$ cat config.mk
export PLATFORM = sky130hd
export DESIGN_NAME = food_manager
export DESIGN_NICKNAME = d
export VERILOG_FILES = /design/src/rtl/food_manager.sv
export SDC_FILE = /design/constraint.sdc
export NUM_CORES = 1
export LEC_CHECK = 0
export BUFFER_PORTS_ARGS = -buffer_cell sky130_fd_sc_hd__buf_2
export CAP_MARGIN = 20
export CORE_MARGIN = 2
export CORE_UTILIZATION = 52
export DETAILED_ROUTE_END_ITERATION = 16
export PLACE_DENSITY = 0.77
export SYNTH_ARGS = -nofsm -noshare
export SYNTH_HDL_FRONTEND = slang
export SYNTH_SLANG_ARGS = --single-unit
$ cat constraint.sdc
create_clock -name clk -period 2.3 [get_ports clk]
set_clock_uncertainty 0.1 [all_clocks]
set_input_delay 0.46 -clock clk [delete_from_list [all_inputs] [get_ports clk]]
set_output_delay 0.46 -clock clk [all_outputs]
set_load 0.03 [all_outputs]
$ cat src/rtl/food_manager.sv
// Food slot manager for the snake playfield: detects the head landing on food, scores it,
// and respawns the eaten slot at a pseudo-random free cell chosen by a free-running LFSR.
module food_manager #(
  parameter int unsigned NUM_FOOD  = 3,
  parameter int unsigned X_W       = 6,
  parameter int unsigned Y_W       = 5,
  parameter int unsigned GRID_W    = 40,
  parameter int unsigned GRID_H    = 30,
  parameter int unsigned TICK_DIV  = 250000,
  parameter int unsigned INIT_X    = 24,
  parameter int unsigned INIT_Y    = 10,
  parameter logic [15:0] LFSR_SEED = 16'hACE1,
  parameter int unsigned SCORE_W   = 10
) (
  input  logic                    clk,
  input  logic                    reset,
  input  logic                    pause,
  input  logic [X_W-1:0]          head_x,
  input  logic [Y_W-1:0]          head_y,
  output logic [NUM_FOOD*X_W-1:0] food_x,
  output logic [NUM_FOOD*Y_W-1:0] food_y,
  output logic [NUM_FOOD-1:0]     food_valid,
  output logic                    grow,
  output logic [2:0]              eaten_idx,
  output logic [SCORE_W-1:0]      score
);

  localparam int unsigned CntW = (TICK_DIV > 1) ? $clog2(TICK_DIV) : 1;
  localparam logic [CntW-1:0] TickMax = CntW'(TICK_DIV - 1);
  localparam logic [X_W-1:0] XMax = X_W'(GRID_W - 2);
  localparam logic [Y_W-1:0] YMax = Y_W'(GRID_H - 2);

  typedef enum logic [0:0] {StIdle, StRespawn} state_e;

  state_e               state_q;
  logic [CntW-1:0]      cnt_q, cnt_d;
  logic [15:0]          lfsr_q, lfsr_d;
  logic                 pending_q;
  logic                 grow_q;
  logic [2:0]           eaten_idx_q;
  logic [SCORE_W-1:0]   score_q;
  logic [NUM_FOOD-1:0]  target_q;
  logic [NUM_FOOD-1:0]  food_valid_q;
  logic [X_W-1:0]       food_x_q [NUM_FOOD];
  logic [Y_W-1:0]       food_y_q [NUM_FOOD];

  logic                 tick;
  logic                 hit;
  logic [2:0]           hit_idx;
  logic [NUM_FOOD-1:0]  hit_oh;
  logic [X_W-1:0]       cand_x;
  logic [Y_W-1:0]       cand_y;
  logic                 cand_ok;

  // Tick counter is frozen by pause; the LFSR is not, so pausing still scrambles spawns.
  assign tick = !pause && (cnt_q == TickMax);

  always_comb begin
    cnt_d = cnt_q;
    if (!pause) begin
      cnt_d = (cnt_q == TickMax) ? '0 : cnt_q + CntW'(1);
    end
    lfsr_d = {lfsr_q[14:0], lfsr_q[15] ^ lfsr_q[13] ^ lfsr_q[12] ^ lfsr_q[10]};
  end

  always_ff @(posedge clk) begin
    if (!reset) begin
      cnt_q  <= '0;
      lfsr_q <= LFSR_SEED;
    end else begin
      cnt_q  <= cnt_d;
      lfsr_q <= lfsr_d;
    end
  end

  // Downward scan so the lowest matching index is the one left standing.
  always_comb begin
    hit     = 1'b0;
    hit_idx = '0;
    hit_oh  = '0;
    for (int i = int'(NUM_FOOD) - 1; i >= 0; i--) begin
      if (food_valid_q[i] && food_x_q[i] == head_x && food_y_q[i] == head_y) begin
        hit       = 1'b1;
        hit_idx   = 3'(i);
        hit_oh    = '0;
        hit_oh[i] = 1'b1;
      end
    end
  end

  assign cand_x = lfsr_q[X_W-1:0];
  assign cand_y = lfsr_q[X_W+Y_W-1:X_W];

  // The target slot is invalid while respawning, so scanning valid slots covers "others".
  always_comb begin
    cand_ok = (cand_x != '0) && (cand_x <= XMax) && (cand_y != '0) && (cand_y <= YMax) &&
              !((cand_x == head_x) && (cand_y == head_y));
    for (int i = 0; i < int'(NUM_FOOD); i++) begin
      if (food_valid_q[i] && food_x_q[i] == cand_x && food_y_q[i] == cand_y) begin
        cand_ok = 1'b0;
      end
    end
  end

  always_ff @(posedge clk) begin
    if (!reset) begin
      state_q      <= StIdle;
      pending_q    <= 1'b0;
      grow_q       <= 1'b0;
      eaten_idx_q  <= '0;
      score_q      <= '0;
      target_q     <= '0;
      food_valid_q <= '1;
      for (int i = 0; i < int'(NUM_FOOD); i++) begin
        food_x_q[i] <= X_W'(INIT_X + 2 * i);
        food_y_q[i] <= Y_W'(INIT_Y);
      end
    end else begin
      grow_q <= 1'b0;
      unique case (state_q)
        StIdle: begin
          if (tick || pending_q) begin
            pending_q <= 1'b0;
            if (hit) begin
              for (int i = 0; i < int'(NUM_FOOD); i++) begin
                if (hit_oh[i]) food_valid_q[i] <= 1'b0;
              end
              grow_q      <= 1'b1;
              eaten_idx_q <= hit_idx;
              if (score_q != '1) score_q <= score_q + SCORE_W'(1);
              target_q    <= hit_oh;
              state_q     <= StRespawn;
            end
          end
        end
        StRespawn: begin
          if (tick) pending_q <= 1'b1;
          if (cand_ok) begin
            for (int i = 0; i < int'(NUM_FOOD); i++) begin
              if (target_q[i]) begin
                food_x_q[i]     <= cand_x;
                food_y_q[i]     <= cand_y;
                food_valid_q[i] <= 1'b1;
              end
            end
            state_q <= StIdle;
          end
        end
        default: state_q <= StIdle;
      endcase
    end
  end

  for (genvar g = 0; g < int'(NUM_FOOD); g++) begin : g_pack
    assign food_x[g*X_W +: X_W] = food_x_q[g];
    assign food_y[g*Y_W +: Y_W] = food_y_q[g];
  end

  assign food_valid = food_valid_q;
  assign grow       = grow_q;
  assign eaten_idx  = eaten_idx_q;
  assign score      = score_q;

endmodule

==> out/qor.csv, run 1 <==
stage,metric,value,unit
status,status,"complete, no violations",
route,totalWireLength,11680,microns
global_route,grt-ovfl-total,0,
synthesis,synth_top_area_share,24.36,%
worst_setup_path,path_delay_family,simple AND/OR/NAND/NOR gates,
synthesis,yosysTopAreaCell,dfxtp_1,
final_layout,stdcell_count,637,
timing,drv_slew,0,
clocking,cts-root-buf,clkbuf_8,
timing,setup_viol,0,
clocking,cts_buffer_depth,2,
synthesis,synthArstFlopShare,0,%
clocking,clk_latency,0.36,ns
worst_setup_path,cp-start-kind,flop,
place,place_congestion,1.004,
synthesis,ys_seq_area_share,47.11,%
global_route,grt_max_degree,24,
global_route,grt_pass1_wl,17660,microns
floorplan,fp.dieW,95.52,microns
timing,max_freq,0.4429,GHz
clocking,cts.clk_slew.worst_paths,0.09,ns
floorplan,io_pins,64,
final_layout,diodes,0,
job,max_cap_viol_count,0,
timing,min_period,2.258,ns
global_route,busiest_layer,met2,
timing,fin_ws,0.04215,ns
synthesis,synthesis.instances,438,
synthesis,ys_warn_count,0,
clocking,ctsHoldBuffers,0,
final_layout,mostFrequentLayoutCells,"xnor2_1, buf_2, dfxtp_1",
worst_setup_path,critPathMaxStageDelay,0.50,ns
synthesis,synth_area_per_cell,9.944,sq um
final_layout,regArea,0.002059,sq mm
route,drc_errors,0,
global_route,grt_usage,25.95,%
final_layout,fin_nets,543,
synthesis,synth_top_cells_by_area,"dfxtp_1, edfxtp_1, xnor2_1, nand4_1, nor2_1",
global_route,grt_use_met1,30.69,%
synthesis,syn-num-nets,454,
global_route,met2_usage,43.71,%
global_route,antenna_found_initial,0,
hold_path,min_path_type,input port to flop,
final_layout,area_delta_synth_final,23.73,%
worst_setup_path,worstPathRequired,2.32,ns
final_layout,fill_cells,689,
timing,finalCritPeriodShare,98.17,%
worst_setup_path,cp-end-kind,flop,
synthesis,ys_types,50,
worst_setup_path,cp_slowest_cell,edfxtp_1,
clocking,tritoncts,yes,
floorplan,core_area,0.008175,sq mm
final_layout,mostFrequentLayoutCell,xnor2_1,
route,vias,3550,
floorplan,die_area,0.009124,sq mm
clocking,htreeDepth,3,
floorplan,die_h,95.52,microns
place,pre_cts_slack,-0.1156,ns
worst_setup_path,crit_fanout,7,
synthesis,synth_edf_count,33,
synthesis,ys_seq_elements,86,
power_and_ir_drop,powerDensity,567.3,mW/mm^2
timing,rsz0062_at_grt,yes,
final_layout,layout-drive-gt1-share,31.02,%
power_and_ir_drop,irDropWorstVdd,0.4456,mV
route,first_pass_iters,4,
clocking,cts_buffers,9,
worst_setup_path,critPathKind,flop to flop,
place,hpwlAfterDp,8448,microns
route,vias_per_cell,5.573,
synthesis,syn_area,0.004355,sq mm
place,placed_cells,618,
worst_setup_path,crit_arrival,2.28,ns
clocking,clock-sinks,86,
worst_setup_path,worstPathCellList,buf_6 > xnor2_1 > nand4_1 > nor3_4 > nor4_4 > nand3_1 > buf_6 > buf_6 > nor2_1 > buf_4,
route,ant_nets,0,
worst_setup_path,crit_path_frequent_cell,buf_6,
route,wl_per_cell,18.33,microns
timing,worstMarginPinSlew,0.6822,ns
route,first_iter_violations,147,
global_route,use_met3,7.194,%
final_layout,multi_input_area,0.002230,sq mm
power_and_ir_drop,leakagePower,1.967,nW
floorplan,rows,33,
timing,slew_headroom,54.35,%
place,io_buffer_count,62,
synthesis,yosys_most_used_dff,dfxtp_1,
global_route,first_global_vias,3555,
final_layout,post-route-util,65.92,%
floorplan,floorplan.initialDensity,53.28,%
timing,hold_viol_final,0,
worst_setup_path,path_buf_inv,4,
Yosys cell counts, drive strengths merged, types with 3 or more instances:
cell type,count
or4,6
nand2b,7
a21o,3
nor2,40
or2,4
and4,3
a21oi,9
xnor2,86
nand3,15
edfxtp,33
clkbuf,21
or3,4
o41ai,4
nand4,33
inv,13
buf,12
o31ai,4
xor2,11
nor3,16
nand2,22
nand3b,3
and2,7
mux2i,3
o21ai,3
dfxtp,53
logic make-up (layout without fill, tap and decap cells):
logic type / count (synthesis) / count (layout) / share of synthesized area [%]
buffers and inverters: 47 / 140 / 5.142
XOR/XNOR: 97 / 97 / 19.51
flip-flops: 86 / 86 / 47.11
other: 1 / 1 / 0.08610
AO/OA/AOI/OAI: 35 / 36 / 6.320
multiplexers: 3 / 3 / 0.6895
adder cells (fa/ha/maj): 2 / 2 / 0.5745
AND/OR/NAND/NOR: 167 / 167 / 20.57
cell type report:
| cell class | count | share of cell area (%) |
|---|---|---|
| repair buffers | 111 | 13.72 |
| clock buffers | 9 | 2.299 |
| well taps | 105 | 2.438 |
| clock inverters | 7 | 1.045 |
| inverters | 13 | 0.9055 |
| multi-input cells | 306 | 41.37 |
| flip-flops and latches | 86 | 38.22 |
power breakdown:
| part | leakage, nW | internal, mW | total [mW] | switching [mW] |
|---|---|---|---|---|
| combinational | 1.16 | 0.185 | 0.393 | 0.209 |
| sequential | 0.723 | 1.61 | 1.67 | 0.0555 |
| clock | 0.0868 | 0.404 | 0.995 | 0.591 |
routing by layer:
layer	part of all wire [%]	vias up
met5	0	-
met2	49	122
met1	41	1698
li1	-	1699
met3	5.7	31
met4	4.4	0
registers in the layout (all words and copies together) (netlist names):
register and flops:
cnt_q 18, food_x_q 18, grow 1, state_q 1, target_q 3, food_y_q 15
score 10, pending_q 1, lfsr_q 16, food_valid 3
path summary, 6_finish.rpt:
path | startpoint | to | slack, ns | depth (start not counted)
max reg2reg | food_y_q[0][0] | food_y_q[0][12] | 0.04 | 10
max | food_y_q[0][0] | food_y_q[0][12] | 0.04 | 10
min reg2reg | lfsr_q[14] | lfsr_q[15] | 0.32 | 1
min | pause | cnt_q[0] | 0.32 | 3
worst reg2reg max path, delay by kind of cell, from the launching register on:
| family | cells | cell delay, ns |
|---|---|---|
| buffers and inverters | 4 | 0.58 |
| flip-flops | 1 | 0.50 |
| XOR/XNOR | 1 | 0.14 |
| AND/OR/NAND/NOR | 5 | 0.71 |
through the flow:
stage	instance area (sq um)	hold slack, ns	TNS, ns	power (mW)
2_1_floorplan	4364	0.2863	0	1.923
3_3_place_gp	5034	0.2952	-4.436	2.053
3_5_place_dp	5034	0.2957	-5.113	2.058
4_1_cts	5235	0.3103	0	3.039
5_1_grt	5389	0.3223	-0.5535	3.159
6_report	5389	0.3152	0	3.057
timing repair:
action	4_1_cts	5_1_grt
pin swaps	1	8
setup endpoints to repair	59	71
gates resized for setup	5	26
setup buffers	0	2
cloned	0	1
Power figures use the tool's default switching activity.
==> run 2: changes to the inputs <==
==> constraint.sdc (replaced) <==
create_clock -name clk -period 2.3 [get_ports clk]
set_clock_uncertainty 0.1 [all_clocks]
set_input_delay 0 -clock clk [delete_from_list [all_inputs] [get_ports clk]]
set_output_delay 0 -clock clk [all_outputs]
set_load 0.03 [all_outputs]
==> run 2 against run 1 <==
Effect of this change:
- global-route usage decreased by 0.38 points
- wire length about the same
- first-iteration DRC count increased by 62%
- count of clock-buffer cells in the layout increased by 1
- setup slack got worse by 0.0057 ns
- sequential share of layout area increased by 0.64 points
- final area decreased by 1.5%
- maximum frequency decreased by 0.25%
- worst hold slack got worse by 0.14 ns
- highest routed layer unchanged
==> out/qor.csv, run 2 (synthesis results as in run 1) <==
stage,metric,value,unit,change
status,status,"complete, no violations",,
floorplan,die_area,0.009124,sq mm,unchanged
final_layout,layout-drive-gt1-share,29.30,%,-1.7 points
global_route,antenna_found_initial,0,,unchanged
route,ant_nets,0,,unchanged
final_layout,area_delta_synth_final,21.83,%,
hold_path,min_path_type,input port to flop,,
worst_setup_path,crit_fanout,7,,unchanged
floorplan,io_pins,64,,unchanged
route,totalWireLength,11670,microns,about the same
timing,drv_slew,0,,unchanged
timing,setup_viol,0,,unchanged
clocking,htreeDepth,3,,unchanged
global_route,grt_pass1_wl,17330,microns,-1.9%
worst_setup_path,worstPathRequired,2.50,ns,+0.18 ns
final_layout,mostFrequentLayoutCell,xnor2_1,,
route,wl_met1,4738,microns,-1.1%
place,postPlaceCellArea,0.004896,sq mm,-2.7%
timing,min_period,2.264,ns,+0.005729 ns
clocking,tritoncts,yes,,
timing,hold_viol_final,0,,unchanged
clocking,clk_latency,0.36,ns,about the same
timing,slew_headroom,61.67,%,+7.3 points
floorplan,die_h,95.52,microns,unchanged
worst_setup_path,cp-end-kind,flop,,
floorplan,floorplan.initialDensity,53.28,%,unchanged
floorplan,core_area,0.008175,sq mm,unchanged
final_layout,diodes,0,,unchanged
route,vias_per_cell,5.801,,+4.1%
clocking,cts.clk_slew.worst_paths,0.09,ns,about the same
clocking,cts_buffers,9,,unchanged
clocking,cts_buffer_depth,2,,unchanged
route,vias,3579,,+0.82%
final_layout,fin_area,0.005306,sq mm,-1.5%
worst_setup_path,crit_arrival,2.46,ns,+0.18 ns
worst_setup_path,critPathKind,flop to flop,,
place,placed_cells,598,,-3.2%
route,routed.top_layer,met4,,
final_layout,fin_nets,523,,-3.7%
route,route.met3.wl,831,microns,+25%
final_layout,fill_cells,678,,-1.6%
floorplan,rows,33,,unchanged
job,max_cap_viol_count,0,,unchanged
place,hpwlAfterDp,8546,microns,+1.2%
timing,max_freq,0.4418,GHz,-0.25%
route,drc_errors,0,,unchanged
route,first_pass_iters,4,,unchanged
route,first_iter_violations,238,,+62%
global_route,grt_max_degree,24,,unchanged
timing,rsz0062_at_grt,yes,,
timing,finalCritPeriodShare,98.42,%,+0.25 points
timing,worstMarginPinSlew,0.5714,ns,-0.1107 ns
final_layout,top_regs,"cnt_q x18, food_x_q x18, lfsr_q x16",,
worst_setup_path,ff2ff_setup_slack,0.04,ns,about the same
place,place_congestion,0.9988,,-0.56%
global_route,grt_usage,25.57,%,-0.38 points
clocking,cts-root-buf,clkbuf_8,,
final_layout,mostFrequentLayoutCells,"xnor2_1, buf_2, dfxtp_1",,
power_and_ir_drop,power.total,3.253,mW,+6.4%
route,met2WireLength,5550,microns,-2.8%
floorplan,fp.dieW,95.52,microns,unchanged
power_and_ir_drop,leakagePower,1.889,nW,-4.0%
global_route,first_global_vias,3351,,-5.7%
clocking,clock-sinks,86,,unchanged
power_and_ir_drop,irDropWorstVdd,0.4970,mV,+12%
route,wl_per_cell,18.92,microns,+3.2%
worst_setup_path,cp-start-kind,flop,,
global_route,grt-ovfl-total,0,,unchanged
power_and_ir_drop,powerDensity,613.1,mW/mm^2,+8.1%
final_layout,stdcell_count,617,,-3.1%
place,io_buffer_count,62,,unchanged
[run 2: worst paths after layout]
check	to	cells past startpoint	startpoint
max	score[8]	6	cnt_q[6]
min	target_q[0]	6	head_y[4]
max reg2reg	score[8]	6	cnt_q[6]
min reg2reg	lfsr_q[15]	1	lfsr_q[14]
[run 2: area by class of cell]
class	count	area [sq um]	share of cell area [%]
multi-input cells	306	2241	42.23
flip-flops and latches	86	2062	38.86
repair buffers	91	599.3	11.29
clock buffers	10	131.4	2.476
well taps	105	131.4	2.476
clock inverters	6	92.59	1.745
inverters	13	48.80	0.9196
[run 2: power breakdown]
part	switching [mW]	internal [mW]	leakage [nW]
clock network	0.570	0.635	0.117
registers	0.0569	1.61	0.722
logic	0.205	0.172	1.05
[run 2: through the flow]
stage	setup WS, ns	util, %	hold WS [ns]	setup TNS [ns]
after floorplan	0.05992	-	0.04084	0
after global placement	0.004352	59.89	0.1991	0
after detailed placement	-0.02317	59.89	0.2158	-0.2457
after CTS	0.004100	63.01	0.1681	0
after global routing	-0.02436	64.91	0.2055	-0.1735
final	0.03642	64.91	0.1784	0
[run 2: layer usage]
layer	vias up	track usage, %
met5	-	0
met4	0	11.90
met3	45	5.771
met2	147	42.02
met1	1727	31.94
li1	1660	-
[run 2: worst max-delay path: stages (launching register included)]
cell and delay [ns]:
dfxtp_1 0.31, or4_4 0.55, nor3_4 0.22, a41o_4 0.28
o31ai_4 0.11, or4_1 0.51, a21oi_1 0.14
[run 2: what timing repair did]
item / 4_1_cts / 5_1_grt
resized for setup: 3 / 30
gates cloned: 0 / 1
hold buffers: 2 / 0
setup endpoints to repair: 28 / 68
setup buffers: 0 / 0
pin swaps: 1 / 10
endpoints found under the hold margin: 10 / 0
